--- src/rtl/synth_pkg.sv ---
// Shared synth-control definitions: default data width, encoder start value
// and the glide state encoding.
package synth_pkg;

  localparam int unsigned GLIDE_WIDTH     = 15;
  localparam logic [14:0] GLIDE_RESET_VAL = 15'h2000;

  typedef enum logic {
    ST_IDLE = 1'b0,
    ST_RAMP = 1'b1
  } glide_state_t;

endpackage

--- src/rtl/glide_prescaler.sv ---
// Rate prescaler for param_glide: loadable down-counter that freezes while
// disabled and flags tick when it has counted down to zero.
module glide_prescaler #(
  parameter int unsigned DIV_W = 16
) (
  input  logic             clk,
  input  logic             rst_n,
  input  logic             load,
  input  logic [DIV_W-1:0] load_val,
  input  logic             en,
  output logic             tick
);

  logic [DIV_W-1:0] count_q;

  always_ff @(posedge clk or negedge rst_n) begin
    if (!rst_n) begin
      count_q <= '0;
    end else if (load) begin
      count_q <= load_val;
    end else if (en && (count_q != '0)) begin
      count_q <= count_q - 1'b1;
    end
  end

  assign tick = (count_q == '0);

endmodule

--- src/rtl/param_glide.sv ---
// Parameter glide: slews a registered output toward the encoder target in
// programmable power-of-two steps at a prescaled rate, never passing the target.
module param_glide
  import synth_pkg::*;
#(
  parameter int unsigned      WIDTH     = GLIDE_WIDTH,
  parameter int unsigned      DIV_W     = 16,
  parameter logic [WIDTH-1:0] RESET_VAL = WIDTH'(GLIDE_RESET_VAL)
) (
  input  logic             clk,
  input  logic             rst_n,
  input  logic [WIDTH-1:0] target_in,
  input  logic [DIV_W-1:0] rate_div,
  input  logic [3:0]       step_shift,
  input  logic             hold,
  output logic [WIDTH-1:0] value_out,
  output logic             upd_stb,
  output logic             busy,
  output logic             at_target
);

  glide_state_t     state_q, state_d;
  logic [WIDTH-1:0] tgt_q;
  logic [WIDTH-1:0] value_q, value_d;
  logic             upd_q, at_q;
  logic             presc_load, presc_tick;

  logic [3:0]       shift_eff;
  logic [WIDTH-1:0] step;
  logic [WIDTH:0]   diff, mag;
  logic             neg;

  glide_prescaler #(
    .DIV_W (DIV_W)
  ) u_presc (
    .clk      (clk),
    .rst_n    (rst_n),
    .load     (presc_load),
    .load_val (rate_div),
    .en       (~hold),
    .tick     (presc_tick)
  );

  always_comb begin
    shift_eff = (step_shift > 4'(WIDTH - 1)) ? 4'(WIDTH - 1) : step_shift;
    step      = {{(WIDTH-1){1'b0}}, 1'b1} << shift_eff;
    diff      = {1'b0, tgt_q} - {1'b0, value_q};
    neg       = diff[WIDTH];
    mag       = neg ? (~diff + 1'b1) : diff;
  end

  always_comb begin
    state_d    = state_q;
    value_d    = value_q;
    presc_load = 1'b0;
    case (state_q)
      ST_IDLE: begin
        if (tgt_q != value_q) begin
          state_d    = ST_RAMP;
          presc_load = 1'b1;
        end
      end
      ST_RAMP: begin
        if (!hold && presc_tick) begin
          presc_load = 1'b1;
          // Snapping whenever the remaining distance fits in one step keeps
          // the output inside [0, 2^WIDTH-1] without any saturation logic.
          if (mag <= {1'b0, step}) begin
            value_d = tgt_q;
            state_d = ST_IDLE;
          end else if (neg) begin
            value_d = value_q - step;
          end else begin
            value_d = value_q + step;
          end
        end
      end
      default: state_d = ST_IDLE;
    endcase
  end

  // at_target is flopped from next-state values so it always equals
  // (value_out == tgt_q) for the current cycle.
  always_ff @(posedge clk or negedge rst_n) begin
    if (!rst_n) begin
      state_q <= ST_IDLE;
      tgt_q   <= RESET_VAL;
      value_q <= RESET_VAL;
      upd_q   <= 1'b0;
      at_q    <= 1'b1;
    end else begin
      state_q <= state_d;
      tgt_q   <= target_in;
      value_q <= value_d;
      upd_q   <= (value_d != value_q);
      at_q    <= (value_d == target_in);
    end
  end

  assign value_out = value_q;
  assign upd_stb   = upd_q;
  assign busy      = (state_q == ST_RAMP);
  assign at_target = at_q;

endmodule

--- config.mk ---
export PLATFORM = sky130hd
export DESIGN_NAME = param_glide
export DESIGN_NICKNAME = d
export VERILOG_FILES = /design/src/rtl/synth_pkg.sv /design/src/rtl/glide_prescaler.sv /design/src/rtl/param_glide.sv
export SDC_FILE = /design/constraint.sdc
export NUM_CORES = 1
export LEC_CHECK = 0
export BUFFER_PORTS_ARGS = -buffer_cell sky130_fd_sc_hd__buf_2
export CAP_MARGIN = 15
export CORE_MARGIN = 10
export CORE_UTILIZATION = 60
export CTS_CLUSTER_SIZE = 20
export DETAILED_ROUTE_END_ITERATION = 10
export PLACE_DENSITY = 0.81
export SETUP_SLACK_MARGIN = 0.1
export SLEW_MARGIN = 20
export SYNTH_ARGS = -nofsm -noshare
export SYNTH_HDL_FRONTEND = slang
export SYNTH_HIERARCHICAL = 1
export SYNTH_SLANG_ARGS = --single-unit
--- constraint.sdc ---
create_clock -name clk -period 17.75 [get_ports clk]
set_input_delay 2.6625 -clock clk [delete_from_list [all_inputs] [get_ports clk]]
set_output_delay 2.6625 -clock clk [all_outputs]
set_load 0.05 [all_outputs]
==> metrics.md, run 1 <==
| Metric | Value |
|---|---|
| Detailed-route via count | `6,354` |
| Rows | `36` |
| Area of the core | `0.00973 sq mm` |
| Port-buffer cells | `55` |
| Clock skew | `0.0123 ns` |
| Largest stage delay, worst path | `0.70 ns` |
| Post-synthesis compound-gate area fraction | `24.6%` |
| Pwr/cell area | `66.9 mW/mm^2` |
| Post-CTS Setup Bufs | `0` |
| DR WL/cell | `21.5 microns` |
| Mean area per synthesized cell | `7.70 sq um` |
| Final hold vios | `0` |
| GR Overflow Total | `0` |
| Clk slew on worst S/H paths | `0.10 ns` |
| Largest net degree at the start of global routing | `50` |
| Worst R2R End | `at_target` |
| Vias per cell | `6.72` |
| Nets | `899` |
| Final critical-path share of the clock period | `41.1%` |
| Critical path, cell by cell | `inv_1 > ha_1 > nor2b_1 > o21a_1 > or4_4 > a221o_1 > or4b_4 > or4_4 > nand2_1 > xnor2_1 > ha_1 > a21o_1 > a21oi_1 > nor2b_1 > o2111a_1 > nand2b_1 > o21ai_2 > or4_1 > a32oi_1 > o2111ai_1 > nor4_1` |
| Fin util | `65.9%` |
| Pleak | `2.66 nW` |
| Slew HR | `32.0%` |
| Detailed Routing Iterations Pass 1 | `7` |
| Yosys warning count | `6` |
| CTS tree | `built` |
| Combinational family with the most area after synthesis | `simple AND/OR/NAND/NOR gates` |
| Hold Buf Count CTS | `0` |
| Clock buffers created by TritonCTS | `5` |
| Final critical-path required period | `7.30 ns` |
| Post-Syn Area | `0.00598 sq mm` |
| Max VDD drop | `0.0762 mV` |
| Antenna diode count | `0` |
| Largest delay share family, worst path | `simple AND/OR/NAND/NOR gates` |
| TritonCTS sink count | `49` |
| CP Buf/Inv Count | `1` |
| Die Wd | `120 microns` |
| R2R depth | `21` |
| Synth Area in XOR/XNOR | `11.2%` |
| Synth-to-Final Area Change | `7.20%` |
| Initial Util | `61.5%` |
| Mux cell area share after synthesis | `1.74%` |
| Yosys reg bits | `49` |
| Crit path kind | `reg -> reg` |
| Worst Tran Pin Value | `1.01 ns` |
| Synth area leader | `dfrtp_1` |
| Critical path startpoint | `value_out[1]` |
| Final GP Congestion | `0.993` |
| Hold path endpoint | `value_out[14]` |
| Setup violations, final | `0` |
| H-tree depth | `2` |
| DRC errors left | `0` |
| Synth Net Count | `864` |
| Max-Cap Viols | `0` |
| Worst hold path depth | `2` |
| Vias in the first global route | `6,065` |
| Die area | `0.0144 sq mm` |
| FF-to-FF setup slack | `10.45 ns` |
| Detailed placement HPWL | `16,300 microns` |
| Total track usage | `27.0%` |
| Top cell type's share of synthesized area | `19.2%` |
| Area contributors post-synth | `dfrtp_1 (19%), ha_1 (9.8%), xnor2_1 (5.9%)` |
| R2r startpoint | `value_out[1]` |
| Top FF cell, synth | `dfrtp_1` |
| Hold WC Path Type | `reg -> reg` |
| Most common cell after layout, fill and taps aside | `nand2_1` |
| Seq/Total Area, Yosys | `20.6%` |
| Critical hold path startpoint | `value_out[14]` |
| Post-synth EDFFs | `0` |
| Post-synth ARST share | `100%` |
| Yosys cell types | `78` |
| Antenna Nets Post-Route | `0` |
| First-pass GRT wire length | `31,900 microns` |
| Antenna violations before repair | `0` |
| Die H | `120 microns` |
| Fmax | `137 MHz` |
| RSZ-0062 raised after global routing | `false` |
| Status | `finished, final reports clean` |
| Clock Tree Buf Depth | `2` |
| Startpoint types | `flip-flop` |
| Slowest cell on crit path | `nand2b_1` |
| Root Driver | `clkbuf_8` |
| Total routed wirelength | `20,300 microns` |
| Worst Setup End Kind | `flip-flop` |
| Synth Instances | `777` |
| Max-slew violations | `0` |
| Initial DRC Count | `907` |
| Req. time, crit path | `17.95 ns` |
| Num ports | `56` |
| Most frequent cells in the layout | `nand2_1 (79), nor2_1 (62), buf_2 (55), a21oi_1 (51), ha_1 (47)` |
| TNS Setup | `0 ns` |
| Simple-Gate Fraction of Synth Area | `26.2%` |
| Arr. time, crit path | `7.50 ns` |
| Adder-Cell Fraction of Synth Area | `10.5%` |
| # resized after CTS | `0` |
| Critical-path maximum fanout | `22` |
| Clk_lat worst skew | `0.31 ns` |
| Share of cells above drive strength 1 | `10.9%` |
==> worst min-delay path, cell delays in order (launching register included) <==
cell and delay (ns):
dfrtp_1 0.42, nand2_1 0.06, o21ai_0 0.06
==> cells in the mapped netlist, types with 10 or more instances <==
master and count:
nor2_1 62, a21oi_1 51, xor2_1 34, clkbuf_1 24, dfrtp_1 46, nor2b_1 17
nand3_1 31, o21ai_0 37, nor4_1 11, ha_1 47, nand2_1 79, xnor2_1 40
nand2b_1 12, inv_1 46, o211ai_1 10, nor3_1 22, a31oi_1 20
==> per-layer routing <==
metal | up-vias | track usage, % | routed length (microns)
met4 | 0 | 9.80 | 794
met3 | 69 | 5.81 | 2020
met5 | - | 0 | 0
met2 | 370 | 42.2 | 8900
li1 | 2942 | - | -
met1 | 2973 | 36.0 | 8620
==> logic make-up after synthesis <==
logic type / Yosys count
compound gates: 217
xor+xnor: 75
fa+ha+maj: 49
buf+inv: 77
flops: 49
mux: 10
simple gates: 300
==> flip-flops by register name, indices dropped and copies added (netlist names) <==
signal           cells
u_presc/count_q     16
tgt_q               15
value_out           15
upd_stb              1
busy                 1
at_target            1
==> per-stage QoR <==
stage,cell area (sq um),worst slack [ns],power (mW),hold WS [ns],std cells
floorplan,5980,11.30,0.298,0.558,777
global placement,6310,10.71,0.344,0.542,938
detailed placement,6320,10.52,0.353,0.558,938
CTS,6410,10.61,0.424,0.579,946
global route,6410,10.12,0.456,0.629,946
finish,6410,10.45,0.429,0.575,946
==> area by class of cell <==
type / instances / area (sq um)
Inverter: 46 / 173
Clock inverter: 1 / 7.51
Sequential cell: 49 / 1230
Timing Repair Buffer: 59 / 305
Fill cell: 886 / 3320
Tap cell: 133 / 166
Multi-Input combinational cell: 651 / 4440
Clock buffer: 7 / 86.3
==> power breakdown <==
part | internal [mW] | leakage, nW | total (mW) | switching [mW]
Combinational | 0.0823 | 2.04 | 0.209 | 0.126
Sequential | 0.126 | 0.580 | 0.149 | 0.0228
Clock | 0.0318 | 0.0445 | 0.0712 | 0.0395
Total | 0.240 | 2.66 | 0.429 | 0.189
==> how the worst max path moves through the flow <==
stage,slack (ns),depth (start not counted),endpoint
after floorplan,11.30,18,upd_stb
after global placement,10.71,18,upd_stb
after detailed placement,10.52,18,upd_stb
after CTS,10.61,21,at_target
after global routing,10.12,21,at_target
final,10.45,21,at_target
Note: power is estimated with default switching activity, not from simulation.
==> inputs of run 2 (changes only) <==
ABC_AREA = 1   (was not set)
CORE_UTILIZATION = 56   (was 60)
PLACE_DENSITY = 0.79   (was 0.81)
clock period = 6 ns   (was 17.75 ns; I/O delays follow)
==> run 2 against run 1 <==
Compared with the run above: synthesized cell count up 19%; largest cell class unchanged; hold slack worse by 0.016 ns; via count down 8.2%; critical path type unchanged; non-clock buffer count up 1; maximum frequency up 45%.
==> metrics.md, run 2 <==
| Metric | Value |
|---|---|
| DR WL/cell | `13.6 microns (-37%)` |
| Seq/Total Area, Yosys | `20.9% (+0.30 points)` |
| Post-synth EDFFs | `0 (unchanged)` |
| Clk_lat worst skew | `0.31 ns (about the same)` |
| Startpoint types | `flip-flop` |
| Largest register FFs | `16 (unchanged)` |
| CTS tree | `built` |
| Post-synth ARST share | `100% (unchanged)` |
| Combinational fraction of design power | `46.8% (-1.9 points)` |
| Yosys reg bits | `49 (unchanged)` |
| Final critical-path required period | `5.04 ns (-2.26 ns)` |
| Worst Setup End Kind | `flip-flop` |
| First-pass GRT wire length | `25,300 microns (-21%)` |
| Largest stage delay, worst path | `0.45 ns (-0.25 ns)` |
| Die area | `0.0150 sq mm (+4.7%)` |
| GR Overflow Total | `0 (unchanged)` |
| # resized after CTS | `0 (unchanged)` |
| Yosys warning count | `6 (unchanged)` |
| Die H | `123 microns (+2.3%)` |
| Final hold vios | `0 (unchanged)` |
| Clock skew | `0.00989 ns (-0.00240 ns)` |
| Detailed placement HPWL | `12,500 microns (-23%)` |
| Antenna violations before repair | `0 (unchanged)` |
| Total track usage | `20.5% (-6.6 points)` |
| TNS Setup | `0 ns (unchanged)` |
| Hold Buf Count CTS | `0 (unchanged)` |
| Status | `finished, final reports clean` |
| Synth area leader | `dfrtp_1` |
| Reg with most FFs | `u_presc/count_q` |
| Yosys cell types | `49 (-37%)` |
| Max-Cap Viols | `0 (unchanged)` |
| Detailed Routing Iterations Pass 1 | `6 (-1)` |
| Max-slew violations | `0 (unchanged)` |
| Slowest cell on crit path | `dfrtp_1` |
| Num ports | `56 (unchanged)` |
| RSZ-0062 raised after global routing | `false` |
| Synth Net Count | `1,011 (+17%)` |
| Port-buffer cells | `55 (unchanged)` |
| Vias in the first global route | `5,483 (-9.6%)` |
| Top-count cell post-synth | `nand2_1` |
| Critical-path maximum fanout | `9 (-59%)` |
| TritonCTS sink count | `49 (unchanged)` |
| Crit path kind | `reg -> reg` |
| Clock Tree Buf Depth | `2 (unchanged)` |
| Top cell type's share of synthesized area | `19.5% (+0.28 points)` |
| Area of the core | `0.0103 sq mm (+5.6%)` |
| Post-CTS Setup Bufs | `0 (unchanged)` |
| Pwr/cell area | `183 mW/mm^2 (+170%)` |
| H-tree depth | `2 (unchanged)` |
| Pre-CTS setup slack | `0.993 ns (-9.53 ns)` |
| Most common cell after layout, fill and taps aside | `nand2_1` |
| Clk slew on worst S/H paths | `0.10 ns (about the same)` |
| Worst Tran Pin Value | `0.656 ns (-0.354 ns)` |
| Die Wd | `123 microns (+2.3%)` |
| Max VDD drop | `0.167 mV (+120%)` |
| Mean area per synthesized cell | `6.38 sq um (-17%)` |
| Nets | `1,062 (+18%)` |
| Top FF cell, synth | `dfrtp_1` |
| Slew HR | `56.1% (+24 points)` |
| Area contributors post-synth | `dfrtp_1 (20%), nand2_1 (18%), ha_1 (10%)` |
| Pleak | `3.39 nW (+27%)` |
| Initial DRC Count | `447 (-51%)` |
| Root Driver | `clkbuf_8` |
| Synth-to-Final Area Change | `8.02%` |
| Total routed wirelength | `15,100 microns (-26%)` |
| Final GP Congestion | `0.923 (-7.0%)` |
| Antenna Nets Post-Route | `0 (unchanged)` |
| Sequential fraction of design power | `36.2% (+1.5 points)` |
| Rows | `37 (+2.8%)` |
| Final critical-path share of the clock period | `84.1% (+43 points)` |
| Final worst setup slack | `0.955 ns (-9.49 ns)` |
| Initial Util | `57.4% (-4.1 points)` |
| Crit path top cell by count | `nand2_1` |
| Largest net degree at the start of global routing | `50 (unchanged)` |
| Most frequent cells in the layout | `nand2_1 (283), inv_1 (127), nand3_1 (85), nor2_1 (82), buf_2 (54)` |
| Clock power share | `17.0% (+0.4 points)` |
| Req. time, crit path | `6.19 ns (-11.76 ns)` |
| Internal power | `654 uW (+170%)` |
| Antenna diode count | `0 (unchanged)` |
| Net Switching | `509 uW (+170%)` |
| Detailed-route via count | `5,831 (-8.2%)` |
| DRC errors left | `0 (unchanged)` |
| Share of cells above drive strength 1 | `15.3% (+4.3 points)` |
| Setup violations, final | `0 (unchanged)` |
| Synth Instances | `924 (+19%)` |
| Clock buffers created by TritonCTS | `5 (unchanged)` |
| Fmax | `198 MHz (+45%)` |
| Top cells by count, synth | `nand2_1 (283), inv_1 (127), nand3_1 (85)` |
| Hold WC Path Type | `reg -> reg` |
| Switch share | `43.8% (-0.26 points)` |
| Arr. time, crit path | `5.24 ns (-2.26 ns)` |
| Vias per cell | `5.25 (-22%)` |
| Post-Syn Area | `0.00590 sq mm (-1.4%)` |
-- run 2: worst max-delay path: cells and delay by family, from the launching register on --
family / cells / cell delay, ns
compound gates: 1 / 0.08
buf+inv: 4 / 0.50
flops: 1 / 0.45
simple gates: 24 / 2.83
fa+ha+maj: 3 / 0.90
xor+xnor: 1 / 0.14
-- run 2: path summary, 6_finish.rpt --
check	end	slack, ns	startpoint	depth (start not counted)
max	upd_stb	0.96	value_out[0]	33
min reg2reg	u_presc/count_q[0]	0.56	u_presc/count_q[0]	2
min	u_presc/count_q[0]	0.56	u_presc/count_q[0]	2
min in group asynchronous	u_presc/count_q[6]	0.58	rst_n	1
max reg2reg	upd_stb	0.96	value_out[0]	33
max in group asynchronous	tgt_q[14]	4.98	rst_n	1
-- run 2: routing by layer --
| layer | wire, microns | track usage, % | part of all wire, % | up-vias |
|---|---|---|---|---|
| li1 | - | - | - | 3041 |
| met1 | 7080 | 27.1 | 47 | 2646 |
| met2 | 7160 | 34.3 | 47 | 125 |
| met3 | 692 | 3.08 | 4.6 | 19 |
| met4 | 192 | 5.23 | 1.3 | 0 |
| met5 | 0 | 0 | 0 | - |
-- run 2: per-stage QoR --
step | power, mW | cells | instance area, sq um | hold WS [ns] | util, %
final | 1.16 | 1111 | 6370 | 0.559 | 62.0
after floorplan | 0.847 | 924 | 5900 | 0.492 | -
after CTS | 1.16 | 1111 | 6370 | 0.556 | 61.9
after global placement | 0.957 | 1104 | 6280 | 0.511 | 61.2
after global routing | 1.26 | 1111 | 6370 | 0.586 | 62.0
after detailed placement | 0.966 | 1104 | 6280 | 0.534 | 61.2
-- run 2: power by group through the flow --
| stage | logic [mW] | clock network [mW] | registers [mW] |
|---|---|---|---|
| finish | 0.544 | 0.197 | 0.421 |
| global route | 0.620 | 0.211 | 0.428 |
| CTS | 0.543 | 0.201 | 0.420 |
| detailed placement | 0.541 | 0 | 0.425 |
| global placement | 0.532 | 0 | 0.426 |
| floorplan | 0.428 | 0 | 0.419 |
-- run 2: logic make-up (layout without fill, tap and decap cells) --
logic type / after synthesis / in the layout / synth area share (%)
xor+xnor: 35 / 35 / 5.20
compound gates: 91 / 91 / 9.25
flops: 49 / 49 / 20.9
simple gates: 547 / 547 / 43.7
fa+ha+maj: 49 / 49 / 10.7
buf+inv: 153 / 204 / 10.3
-- run 2: final cells by class --
| cell class | instances | area (sq um) |
|---|---|---|
| Tap cell | 136 | 170 |
| Multi-Input combinational cell | 722 | 4060 |
| Fill cell | 1045 | 3910 |
| Sequential cell | 49 | 1230 |
| Clock inverter | 1 | 8.76 |
| Clock buffer | 6 | 72.6 |
| Timing Repair Buffer | 60 | 315 |
| Inverter | 137 | 514 |
